--- src/rtl/demux_stripe.sv ---
// ---------------------------------------------------------------------------
// demux_stripe
//
// Byte-lane de-striper for the PCIe physical layer receive path. Each of the
// IN_LANES input lanes owns a group of FAN output lanes and hands out its
// successive valid symbols round-robin across that group. A per-lane align
// request restarts the rotation at output 0. The lane also reports when a
// symbol has landed on the last output of its group, and exposes its current
// selector.
//
// Parameters:
//   WIDTH     symbol width in bits
//   IN_LANES  number of input lanes (>= 1)
//   FAN       output lanes per input lane (power of two, >= 2)
//   SELW      selector width, derived from FAN; leave at its default
//
// Ports:
//   clk         rising-edge clock for all state
//   reset       synchronous active-high reset
//   in_data     input symbols, lane i at [i*WIDTH +: WIDTH]
//   in_valid    per-lane qualifier for in_data
//   align       per-lane realign request (selector back to output 0)
//   out_data    output symbols, output o = i*FAN+k at [o*WIDTH +: WIDTH]
//   out_valid   per-output qualifier, registered
//   group_done  one-cycle pulse when lane i wrote its last output (k = FAN-1)
//   sel         current selector of lane i at [i*SELW +: SELW]
// ---------------------------------------------------------------------------
module demux_stripe #(
    parameter int WIDTH    = 8,
    parameter int IN_LANES = 2,
    parameter int FAN      = 2,
    parameter int SELW     = $clog2(FAN)
) (
    input  logic                          clk,
    input  logic                          reset,
    input  logic [IN_LANES*WIDTH-1:0]     in_data,
    input  logic [IN_LANES-1:0]           in_valid,
    input  logic [IN_LANES-1:0]           align,
    output logic [IN_LANES*FAN*WIDTH-1:0] out_data,
    output logic [IN_LANES*FAN-1:0]       out_valid,
    output logic [IN_LANES-1:0]           group_done,
    output logic [IN_LANES*SELW-1:0]      sel
);

    localparam logic [SELW-1:0] SEL_ONE  = SELW'(1);
    localparam logic [SELW-1:0] SEL_LAST = SELW'(FAN - 1);

    // Packed views whose bit layout matches the flat port vectors, so lane i
    // output k lands exactly at [(i*FAN+k)*WIDTH +: WIDTH].
    logic [IN_LANES-1:0][WIDTH-1:0]          lane_in;
    logic [IN_LANES-1:0][FAN-1:0][WIDTH-1:0] data_q;
    logic [IN_LANES-1:0][FAN-1:0]            valid_q;
    logic [IN_LANES-1:0]                     done_q;
    logic [IN_LANES-1:0][SELW-1:0]           sel_q;

    assign lane_in    = in_data;
    assign out_data   = data_q;
    assign out_valid  = valid_q;
    assign group_done = done_q;
    assign sel        = sel_q;

    // Every lane is handled independently. Valid and done flags default to
    // low each cycle and are raised only for the output written this cycle.
    // Output data registers are touched only when a symbol is accepted, so a
    // don't-care in_data on idle cycles never reaches the outputs. Because
    // FAN is a power of two, the selector increment wraps FAN-1 -> 0 on its
    // own, and only ever on a valid symbol.
    always_ff @(posedge clk) begin
        if (reset) begin
            data_q  <= '0;
            valid_q <= '0;
            done_q  <= '0;
            sel_q   <= '0;
        end else begin
            for (int i = 0; i < IN_LANES; i++) begin
                valid_q[i] <= '0;
                done_q[i]  <= 1'b0;
                if (in_valid[i]) begin
                    if (align[i]) begin
                        // Realign with a symbol: the symbol itself opens
                        // the new group at output 0.
                        data_q[i][0]  <= lane_in[i];
                        valid_q[i][0] <= 1'b1;
                        sel_q[i]      <= SEL_ONE;
                    end else begin
                        data_q[i][sel_q[i]]  <= lane_in[i];
                        valid_q[i][sel_q[i]] <= 1'b1;
                        sel_q[i]             <= sel_q[i] + SEL_ONE;
                        done_q[i]            <= (sel_q[i] == SEL_LAST);
                    end
                end else if (align[i]) begin
                    sel_q[i] <= '0;
                end
            end
        end
    end

endmodule
--- config.mk ---
export PLATFORM = sky130hd
export DESIGN_NAME = demux_stripe
export DESIGN_NICKNAME = d
export VERILOG_FILES = /design/src/rtl/demux_stripe.sv
export SDC_FILE = /design/constraint.sdc
export NUM_CORES = 1
export LEC_CHECK = 0
export CORE_ASPECT_RATIO = 1.1
export CORE_UTILIZATION = 41
export DETAILED_ROUTE_END_ITERATION = 12
export GPL_ROUTABILITY_DRIVEN = 0
export PLACE_DENSITY = 0.78
export REMOVE_ABC_BUFFERS = 1
export SLEW_MARGIN = 20
export SYNTH_ARGS = -nofsm -noshare
export SYNTH_HDL_FRONTEND = slang
export SYNTH_SLANG_ARGS = --single-unit
export TNS_END_PERCENT = 20
--- constraint.sdc ---
create_clock -name clk -period 1.8 [get_ports clk]
set_clock_uncertainty 0.05 [all_clocks]
set_input_delay 0.27 -clock clk [delete_from_list [all_inputs] [get_ports clk]]
set_output_delay 0.27 -clock clk [all_outputs]
set_load 0.005 [all_outputs]
==> results of run 1 <==
## layout by cell type, fill, tap and decap left out, drive strengths merged
cell type,count
nor2,2
nand3,16
clkdlybuf4s50,61
nor3b,4
and3b,4
ha,2
buf,5
clkbuf,8
a21oi,32
nand3b,2
nand2,32
nand2b,18
dfxtp,40
## area by class of cell
type / instances / area, um2
well taps: 48 / 60.06
clock buffers: 8 / 58.81
flip-flops and latches: 40 / 800.8
multi-input cells: 112 / 585.6
fillers: 285 / 1177
repair buffers: 66 / 648.1
## report_power, final
group	leakage (nW)	internal [mW]	switching, mW	total (mW)
combinational	0.405	0.147	0.0941	0.241
sequential	0.327	0.923	0.0208	0.944
clock	0.0326	0.193	0.264	0.457
## path summary, 6_finish.rpt
kind             endpoint  slack [ns]    startpoint
max                sel[1]        0.23        sel[1]
min          out_data[15]        0.42  out_data[15]
max reg2reg  out_data[20]        0.50        sel[1]
min reg2reg  out_data[15]        0.42  out_data[15]
## sequential cells by signal, summed over array words and instances (netlist names)
name,count
out_data,32
out_valid,4
sel,2
group_done,2
## metal layers
layer | vias to the layer above | part of all wire [%]
met4 | 0 | 1.4
met5 | - | 0
met2 | 53 | 49
met3 | 5 | 8.8
met1 | 594 | 41
li1 | 669 | -
## cell families after synthesis
logic type      after synthesis  synth area share [%]
compound gates               32                 11.14
fa+ha+maj                     2                 1.740
buf+inv                      10                 3.568
flops                        40                 55.70
simple gates                 78                 27.85
## metrics by stage
stage	instance area, um2	instances	hold slack (ns)	setup WS, ns
after floorplan	1386	152	0.2891	0.4790
after detailed placement	2095	266	0.4005	0.03434
after CTS	2153	274	0.4188	0.2065
after global placement	2095	266	0.3932	0.1650
after global routing	2153	274	0.4345	0.1349
final	2153	274	0.4171	0.2306
==> results.yml, run 1 <==
power:
  peakVddDrop_mv: 0.5551
  p_total_mw: 1.642
  p_leak_nw: 0.7644
  cellPowerDensity_mw_per_mm2: 762.7
sta:
  fmax_mhz: 637.2
  finalSetupViolCount: 0
  rsz0062_at_grt: "false"
  hold_viol_final: 0
  tightest_slew_ns: 0.4137
  maxSlewViolCount: 0
  timing.final.crit_share_pct: 87.19
  relSlewSlack_pct: 72.42
  setup_tns_ns: 0
  layout_min_cycle_time_ns: 1.569
drt:
  wirelength_um: 3322
  drt-pass1-iter-count: 4
  route.detailed.drc: 0
  drt_iter0_drc: 43
  dr_total_vias: 1321
  vias_per_cell: 4.821
  wl_per_cell_um: 12.12
  ant_nets: 0
clocking:
  clockBufferDepth: 2
  path_clk_slew_ns: 0.11
  postCtsHoldBufs: 0
  ctsResizeCount: 0
  clk-insertion-delay-late_ns: 0.33
  postCtsSetupBuffers: 0
  clock_sinks: 40
  cts_made_buffers: 5
  cts-root-buf: "clkbuf_4"
  cts_tree: "done"
  htree_levels: 2
synthesis:
  ys_seq_area_share_pct: 55.70
  synthTopCellsByCount: "40 x dfxtp_1, 32 x a21oi_1, 32 x nand2_1"
  synth_enable_flop_cells: 0
  netlist_instances: 162
  syn_area_mm2: 0.001438
  synth_cell_types: 13
  synth.area.top_cells: "dfxtp_1 56%, a21oi_1 11%, nand2_1 8.4%"
  ys_ff_latch: 40
  yosys_warnings: 0
  synth_ff_type: "dfxtp_1"
  syn_avg_cell_area_um2: 8.874
  synth_top_area_share_pct: 55.70
  synth.most_common_cell: "dfxtp_1"
  synth-async-reset-ratio_pct: 0
  yosys.area.top_type: "dfxtp_1"
global_routing:
  antenna_found_initial: 0
  grt_max_degree: 24
  globalRouteMet2Util_pct: 33.62
  grt_first_pass_wirelength_um: 5485
  grtUsageTotal_pct: 19.68
  grt_pass1_vias: 1223
  grt-ovfl-total: 0
  globalRouteMet1Util_pct: 21.18
  met3_usage_pct: 8.097
  busiest_layer: "met2"
floorplan:
  start_util_pct: 43.16
  rows: 22
  die-area_mm2: 0.003748
  core_area_mm2: 0.003331
  die_width_um: 58.46
  io_pins: 62
  die_h_um: 64.11
critical_path:
  setup.worst_path.end_class: "output pin"
  crit_required_ns: 1.48
  crit_buf_inv: 1
  worst_setup_path_start_kind: "flop"
  slowest_stage: "clkdlybuf4s50_1"
  cp.depth: 1
  path_max_fanout: 4
  cpPeakStageDelay_ns: 0.53
  r2r_cells: 4
  path_cells: "clkdlybuf4s50_1"
  cp_top_family: "buffers and inverters"
  cp_data_arrival_time_ns: 1.25
  critPathKind: "flop to output pin"
finish:
  areaGrowthSynthToFinish_pct: 49.78
  diodes: 0
  fin_util_pct: 64.65
  fin_nets: 249
  drive_above_1_share_pct: 4.867
place:
  dp_hpwl_um: 2509
  io_buffers: 61
outcome:
  outcome: "finished clean"
worst_hold_path:
  min_delay_path_depth: 2
  hold_class: "flop to flop"
flow_run:
  drv_cap: 0
No activity file was read; power rests on OpenSTA's default activity.
==> run 2, diff against run 1 <==
- CTS_CLUSTER_SIZE: default -> 12
==> results of run 2 <==
Final layout, timing and power as in run 1 (identical DEF).
==> run 3, diff against run 2 <==
- CORE_UTILIZATION: 41 -> 37
- PLACE_DENSITY: 0.78 -> 0.74
- REMOVE_ABC_BUFFERS: 1 -> default
- clock period: 1.8 -> 1.3 ns (I/O delays scaled with it)
==> run 3 against run 2 <==
  * Routed wire length is 3.8% higher
  * Sequential share of layout area is 0.55 points lower
  * Sequential power is 38% higher
  * Cell count is 2.2% higher
  * Via count is 0.61% higher
  * Worst setup slack worse by 0.093 ns
  * Largest power group unchanged
  * Clock-buffer cell count is 2 lower
==> results.yml, run 3 (synthesized netlist as in run 1, its figures left out) <==
critical_path:
  worstReg2RegStart: "sel[1]"
  critPathLaunch: "align[1]"
  r2r_cells: 4
  r2r_end: "out_data[16]"
  setup.worst_path.end_class: "flop"
  critPathKind: "input port to flop"
  cp_data_arrival_time_ns: 1.33
  endpoint: "out_data[16]"
  slowest_stage: "clkdlybuf4s50_1"
  path_cells: "clkdlybuf4s50_1 -> nand2b_1 -> ha_4 -> nand3_1 -> a21oi_1"
  r2r_slack_ns: 0.21
  path_max_fanout: 16
  cpPeakStageDelay_ns: 0.48
  worst_setup_path_start_kind: "input port"
  crit_required_ns: 1.47
sta:
  hold_viol_final: 0
  timing.final.crit_share_pct: 89.42
  finalSetupViolCount: 0
  setup_tns_ns: 0
  relSlewSlack_pct: 80.34
  tightest_slew_ns: 0.2940
  maxSlewViolCount: 0
  fmax_mhz: 860.3
  rsz0062_at_grt: "true"
  layout_min_cycle_time_ns: 1.162
finish:
  fin_nets: 253
  diodes: 0
  layout_common_cells: "40 x dlygate4sd2_1, 32 x a21oi_1, 32 x nand2_1"
  final_common_cell: "dlygate4sd2_1"
  finalNonFillerCells: 280
  drive_above_1_share_pct: 12.61
  fin_area_mm2: 0.002220
  areaGrowthSynthToFinish_pct: 54.40
  largest_reg_flops: 32
drt:
  drt-pass1-iter-count: 4
  drt_iter0_drc: 55
  route.detailed.drc: 0
  wl_per_cell_um: 12.31
  ant_nets: 0
  dr_total_vias: 1329
  vias_per_cell: 4.746
  wirelength_um: 3447
outcome:
  outcome: "finished clean"
floorplan:
  die_width_um: 61.43
  rows: 23
  core_area_mm2: 0.003684
  die_h_um: 67.38
  io_pins: 62
  start_util_pct: 39.03
  die-area_mm2: 0.004139
global_routing:
  grt_max_degree: 30
  grt-ovfl-total: 0
  grtUsageTotal_pct: 18.09
  grt_pass1_vias: 1218
  grt_first_pass_wirelength_um: 5382
  antenna_found_initial: 0
synthesis:
  synth_fp_nets: 186
place:
  io_buffers: 61
  dp_hpwl_um: 2533
  placed_area_mm2: 0.002142
  place_inst: 272
power:
  peakVddDrop_mv: 0.7561
  cellPowerDensity_mw_per_mm2: 1111
  p_leak_nw: 0.9829
clocking:
  clk-insertion-delay-late_ns: 0.29
  cts-root-buf: "clkbuf_8"
  htree_levels: 2
  path_clk_slew_ns: 0.07
  cts_made_buffers: 5
  postCtsHoldBufs: 0
  cts_tree: "done"
  clockBufferDepth: 2
  clock_sinks: 40
worst_hold_path:
  hold_class: "flop to flop"
flow_run:
  drv_cap: 0
## run 3: changes by cell type in the layout (fill, tap and decap cells not counted), sizes merged
cell	delta
clkdlybuf4s50	-40
buf	+4
clkinv	+2
clkbuf	-2
dlygate4sd2	+40
## run 3: final cells by class
cell class                 instances  area, um2
clock buffer                       6      82.58
tap                               50      62.56
timing repair buffer              70      640.6
fill                             368       1464
sequential                        40      813.3
clock inverter                     2      10.01
multi-input combinational        112      610.6
## run 3: per-stage QoR
stage               setup slack, ns  hold slack, ns  utilization, %  power (mW)
floorplan                  -0.02537          0.2810               -       1.465
global placement            -0.2674          0.3941           58.15       1.679
detailed placement          -0.3713          0.3962           58.15       1.684
CTS                         0.08319          0.4040           59.71       2.495
global route               -0.01679          0.4214           60.26       2.603
finish                       0.1376          0.4012           60.26       2.467
## run 3: worst max-delay path: cells and delay by family
family / cells / cell delay, ns
AO/OA/AOI/OAI: 1 / 0.15
buffers and inverters: 1 / 0.48
adder cells (fa/ha/maj): 1 / 0.23
AND/OR/NAND/NOR: 2 / 0.28
## run 3: how the worst min path moves through the flow
stage            startpoint           end  slack [ns]  depth (start not counted)
2_1_floorplan    in_data[2]  out_data[10]        0.28                          2
3_3_place_gp   out_data[11]  out_data[11]        0.39                          2
3_5_place_dp    out_data[9]   out_data[9]        0.40                          2
4_1_cts         out_data[9]   out_data[9]        0.40                          2
5_1_grt         out_data[9]   out_data[9]        0.42                          2
6_report        out_data[9]   out_data[9]        0.40                          2
## run 3: where the power goes
group          switching [mW]  total, mW  internal (mW)
clock network           0.416      0.839          0.423
logic                   0.137      0.323          0.186
registers              0.0245       1.30           1.28
## run 3: repair_timing
action,in CTS,in global routing
endpoints found under the setup margin,45,14
hold endpoints to repair,0,0
buffers inserted,0,0
resized for setup,51,2
## run 3: layer usage
| metal | vias to the layer above | track usage [%] | share of wire [%] |
|---|---|---|---|
| li1 | 676 | - | - |
| met1 | 599 | 19.79 | 40 |
| met2 | 50 | 30.71 | 49 |
| met3 | 4 | 7.280 | 9.4 |
| met4 | 0 | 7.500 | 1.2 |
| met5 | - | 0 | 0 |
